## config.mk

```make
export PLATFORM = sky130hd
export DESIGN_NAME = countdown_timer_flat
export DESIGN_NICKNAME = d
export VERILOG_FILES = /design/src/rtl/countdown_timer_if.sv /design/src/rtl/countdown_timer.sv /design/src/flat_wrapper.sv
export SDC_FILE = /design/constraint.sdc
export NUM_CORES = 1
export LEC_CHECK = 0
export CORE_UTILIZATION = 42
export DETAILED_ROUTE_END_ITERATION = 8
export GPL_TIMING_DRIVEN = 0
export PLACE_DENSITY = 0.67
export SYNTH_ARGS = -nofsm -noshare
export SYNTH_HDL_FRONTEND = slang
export SYNTH_SLANG_ARGS = --single-unit
```

## constraint.sdc

```tcl
create_clock -name clk -period 2.7 [get_ports clk]
set_clock_uncertainty 0.1 [all_clocks]
set_input_delay 0.27 -clock clk [delete_from_list [all_inputs] [get_ports clk]]
set_output_delay 0.27 -clock clk [all_outputs]
set_load 0.02 [all_outputs]
```

## src/rtl/countdown_timer_if.sv

```systemverilog
// Control and status bundle for countdown_timer: the controller drives load/start/stop,
// and the timer returns count and status flags.
interface countdown_timer_if #(
  parameter int unsigned DATA_WIDTH = 16
);
  logic                  load;
  logic [DATA_WIDTH-1:0] load_value;
  logic                  start;
  logic                  stop;
  logic                  reload_mode;
  logic [DATA_WIDTH-1:0] count;
  logic                  running;
  logic                  expired;
  logic                  alarm;

  modport master (
    output load, load_value, start, stop, reload_mode,
    input  count, running, expired, alarm
  );

  modport slave (
    input  load, load_value, start, stop, reload_mode,
    output count, running, expired, alarm
  );
endinterface

```

## src/rtl/countdown_timer.sv

```systemverilog
// Loadable down-counter with pause/resume, optional auto-reload and a one-cycle alarm
// pulse on every expiry or reload.
module countdown_timer #(
  parameter int unsigned DATA_WIDTH = 16
) (
  input  logic             clk,
  input  logic             resetn,
  countdown_timer_if.slave bus
);

  typedef enum logic [1:0] {
    IDLE    = 2'd0,
    RUN     = 2'd1,
    PAUSED  = 2'd2,
    EXPIRED = 2'd3
  } state_t;

  state_t                state_q, state_d;
  logic [DATA_WIDTH-1:0] count_q, count_d;
  logic [DATA_WIDTH-1:0] period_q, period_d;
  logic                  alarm_q, alarm_d;

  always_ff @(posedge clk) begin
    if (!resetn) begin
      state_q  <= IDLE;
      count_q  <= '0;
      period_q <= '0;
      alarm_q  <= 1'b0;
    end else begin
      state_q  <= state_d;
      count_q  <= count_d;
      period_q <= period_d;
      alarm_q  <= alarm_d;
    end
  end

  // Priority: load, then stop, then start, then the RUN decrement.
  always_comb begin
    state_d  = state_q;
    count_d  = count_q;
    period_d = period_q;
    alarm_d  = 1'b0;

    if (bus.load) begin
      count_d  = bus.load_value;
      period_d = bus.load_value;
      state_d  = IDLE;
    end else if (bus.stop) begin
      if (state_q == RUN) begin
        state_d = PAUSED;
      end
    end else if (bus.start && (state_q == IDLE || state_q == PAUSED) && count_q != '0) begin
      state_d = RUN;
    end else if (state_q == RUN) begin
      if (count_q > DATA_WIDTH'(1)) begin
        count_d = count_q - DATA_WIDTH'(1);
      end else if (count_q == DATA_WIDTH'(1)) begin
        alarm_d = 1'b1;
        if (bus.reload_mode) begin
          count_d = period_q;
        end else begin
          count_d = '0;
          state_d = EXPIRED;
        end
      end else begin
        // A zero count in RUN is unreachable; settle into EXPIRED rather than wrap.
        state_d = EXPIRED;
      end
    end
  end

  assign bus.count   = count_q;
  assign bus.running = (state_q == RUN);
  assign bus.expired = (state_q == EXPIRED);
  assign bus.alarm   = alarm_q;

endmodule

```

## src/flat_wrapper.sv

```systemverilog
// flat-port wrapper written by rule: the top's interface ports become plain ports
module countdown_timer_flat 
#(
  parameter int unsigned DATA_WIDTH = 16
)
  (clk, resetn, bus_load, bus_load_value, bus_start, bus_stop, bus_reload_mode, bus_count, bus_running, bus_expired, bus_alarm);
  countdown_timer_if #(.DATA_WIDTH(DATA_WIDTH)) bus_i ();
  input  logic clk;
  input  logic resetn;
  input wire logic [$bits(bus_i.load)-1:0] bus_load;
  input wire logic [$bits(bus_i.load_value)-1:0] bus_load_value;
  input wire logic [$bits(bus_i.start)-1:0] bus_start;
  input wire logic [$bits(bus_i.stop)-1:0] bus_stop;
  input wire logic [$bits(bus_i.reload_mode)-1:0] bus_reload_mode;
  output wire logic [$bits(bus_i.count)-1:0] bus_count;
  output wire logic [$bits(bus_i.running)-1:0] bus_running;
  output wire logic [$bits(bus_i.expired)-1:0] bus_expired;
  output wire logic [$bits(bus_i.alarm)-1:0] bus_alarm;
  assign bus_i.load = bus_load;
  assign bus_i.load_value = bus_load_value;
  assign bus_i.start = bus_start;
  assign bus_i.stop = bus_stop;
  assign bus_i.reload_mode = bus_reload_mode;
  assign bus_count = bus_i.count;
  assign bus_running = bus_i.running;
  assign bus_expired = bus_i.expired;
  assign bus_alarm = bus_i.alarm;
  countdown_timer #(.DATA_WIDTH(DATA_WIDTH)) u_core (.clk(clk), .resetn(resetn), .bus(bus_i));
endmodule
```

==> impl_metrics.json <==
{
  "layout.nets": 318,
  "port_buffers": 39,
  "worstPathCellList": "inv_1 -> ha_1 -> or3b_2 -> nor2_1 -> a21oi_1 -> buf_6 -> o21a_1 -> o221ai_2 -> a21oi_1",
  "die_h_um": 71.0,
  "final_antenna_net_count": 0,
  "placed_cell_area_sq_mm": 0.00246,
  "hold_path.class": "flip-flop to flip-flop",
  "design.portCount": 41,
  "syn_area_per_cell_sq_um": 8.10,
  "max_slew_margin_pct": 52.6,
  "setup_violations": 0,
  "final.setup.tns_ns": 0,
  "synth_edf_count": 0,
  "globalplace.congestion": 0.922,
  "violations": "DRC",
  "cts.repair.resized": 0,
  "layout-drive-gt1-share_pct": 9.86,
  "ys_top_cells_by_area": "dfxtp_1 (35%), a21oi_1 (6.8%), mux2i_1 (5.0%)",
  "areaGrowthSynthToFinish_pct": 26.9,
  "crit_path_max_fanout": 10,
  "timing.fmax_mhz": 430,
  "yosysWarnings": 0,
  "fp.coreArea_sq_mm": 0.00447,
  "drc": 2,
  "end_kind": "flip-flop",
  "core.rowCount": 24,
  "worst_path_max_delay_cell": "or3b_2",
  "peakVddDrop_uv": 384,
  "worst_path_most_repeated_cell": "a21oi_1",
  "synth.largest_area_cell": "dfxtp_1",
  "critPathRequiredTime_ns": 2.77,
  "syn_nets": 272,
  "postCtsSetupBuffers": 0,
  "grt_pass1_wl_um": 9510,
  "netlist_area_sq_mm": 0.00200,
  "dr.pass1.iters": 6,
  "cts_hold_buf": 0,
  "clk_latency_ns": 0.30,
  "cts-htree-levels": 2,
  "clock_sinks": 35,
  "drt_iter0_markers": 158,
  "worst_pin_slew_ns": 0.711,
  "synth_top_area_share_pct": 35.0,
  "cts_buffers": 5,
  "wl_per_cell_um": 17.0,
  "cts_root_buffer": "clkbuf_8",
  "diodes": 0,
  "ys_async_sr_fraction_pct": 0,
  "ys_seq_area_share_pct": 35.0,
  "tritoncts": "yes",
  "grt_usage_pct": 24.6,
  "dpl.hpwl_um": 4130,
  "synthDistinctLibCells": 50,
  "grt-ovfl-total": 0,
  "arrival_ns": 2.40,
  "clockBufferDepth": 2,
  "rsz0062_at_grt": "no",
  "ys_seq_elements": 35,
  "vias": 2068,
  "design_area_sq_mm": 0.00254,
  "hold_viol_final": 0,
  "p_per_area_mw_per_mm2": 495,
  "period_needed_ns": 2.33,
  "start_util_pct": 44.7,
  "status": "complete, but fails checks",
  "slew_violations": 0,
  "p_leak_nw": 0.917,
  "grt_max_degree": 12,
  "worst_setup_path_start_kind": "flip-flop",
  "synth_cells": 247,
  "synth-main-ff-cell": "dfxtp_1",
  "via_per_inst": 5.98,
  "period_share_pct": 86.2,
  "dieArea_sq_mm": 0.00505,
  "cap_violations": 0,
  "antenna_found_initial": 0,
  "path_clk_slew_ns": 0.07,
  "routed_wl_um": 5880,
  "critPathKind": "flip-flop to flip-flop",
  "die_x_um": 71.0,
  "grt_pass1_vias": 1893,
  "max_stage_delay_ns": 0.52
}
[final cells by class]
class	count	area, sq um
inverters	7	26.3
plain buffers	16	82.6
repair buffers	39	390
clock inverters	3	15.0
clock buffers	5	68.8
multi-input cells	189	1190
fillers	423	1930
well taps	52	65.1
flip-flops and latches	35	701
[state kept, by name, summed over array words and instances, names as in the netlist]
register / flops
u_core.period_q: 16
u_core.state_q: 2
u_core.bus.alarm: 1
u_core.bus.count: 16
[logic make-up (layout without fill, tap and decap cells)]
logic type	Yosys count	in the layout	synth area share, %
simple gates	99	99	26.9
compound gates	73	73	24.0
flops	35	35	35.0
buf+inv	23	70	5.44
mux	10	10	5.00
xor+xnor	4	4	1.75
fa+ha+maj	3	3	1.88
[layout by cell type, fill, tap and decap left out, types with 4 or more instances in the layout]
cell | synthesis | final
dfxtp_1 | 35 | 35
clkbuf_1 | 8 | 8
nand3_1 | 8 | 8
nor3_1 | 12 | 12
clkbuf_8 | 0 | 5
nand2_1 | 26 | 26
inv_1 | 7 | 7
nor2_1 | 24 | 24
nor4_1 | 4 | 4
o21ai_0 | 10 | 10
mux2i_1 | 10 | 10
clkdlybuf4s50_1 | 0 | 39
nand4_1 | 5 | 5
a21oi_1 | 27 | 27
o211ai_1 | 6 | 6
[synthesized netlist by cell type, types with 5 or more instances]
| master | n |
|---|---|
| a21oi_1 | 27 |
| clkbuf_1 | 8 |
| dfxtp_1 | 35 |
| inv_1 | 7 |
| mux2i_1 | 10 |
| nand2_1 | 26 |
| nand3_1 | 8 |
| nand4_1 | 5 |
| nor2_1 | 24 |
| nor3_1 | 12 |
| o211ai_1 | 6 |
| o21ai_0 | 10 |
[per-stage QoR]
stage               util, %  total power [mW]  hold slack, ns  instances  worst slack (ns)
floorplan                 -             0.773           0.286        247             0.560
global placement       54.9             0.884           0.354        338             0.226
detailed placement     54.9             0.887           0.363        338             0.210
CTS                    56.8              1.26           0.374        346             0.403
global route           56.8              1.32           0.384        346             0.222
finish                 56.8              1.26           0.370        346             0.373
[path summary, 6_finish.rpt]
kind / slack, ns / to / from / cells after the start
setup / recovery: 0.37 / u_core.bus.count[2]$_SDFFE_PN0P_ / u_core.bus.count[0]$_SDFFE_PN0P_ / 9
setup reg to reg: 0.37 / u_core.bus.count[2]$_SDFFE_PN0P_ / u_core.bus.count[0]$_SDFFE_PN0P_ / 9
hold reg to reg: 0.37 / u_core.period_q[12]$_SDFFE_PN0P_ / u_core.period_q[12]$_SDFFE_PN0P_ / 2
hold / removal: 0.37 / u_core.period_q[12]$_SDFFE_PN0P_ / u_core.period_q[12]$_SDFFE_PN0P_ / 2
[layer usage]
metal / part of all wire, % / up-vias / GRT usage (%)
li1: - / 1007 / -
met1: 45 / 959 / 33.1
met2: 44 / 79 / 37.6
met3: 6.4 / 23 / 4.56
met4: 3.9 / 0 / 12.7
met5: 0 / - / 0
[worst max-delay path: cells and delay by family, from the launching register on]
kind                     cells  cell delay, ns
AO/OA/AOI/OAI                4            0.47
adder cells (fa/ha/maj)      1            0.28
buffers and inverters        2            0.31
flip-flops                   1            0.36
AND/OR/NAND/NOR              2            0.67
[power breakdown]
group	leakage, nW	switching [mW]	internal, mW
Clock	0.0477	0.201	0.176
Combinational	0.580	0.160	0.132
Sequential	0.289	0.0414	0.546
Total	0.917	0.403	0.855
Power figures use the tool's default switching activity.
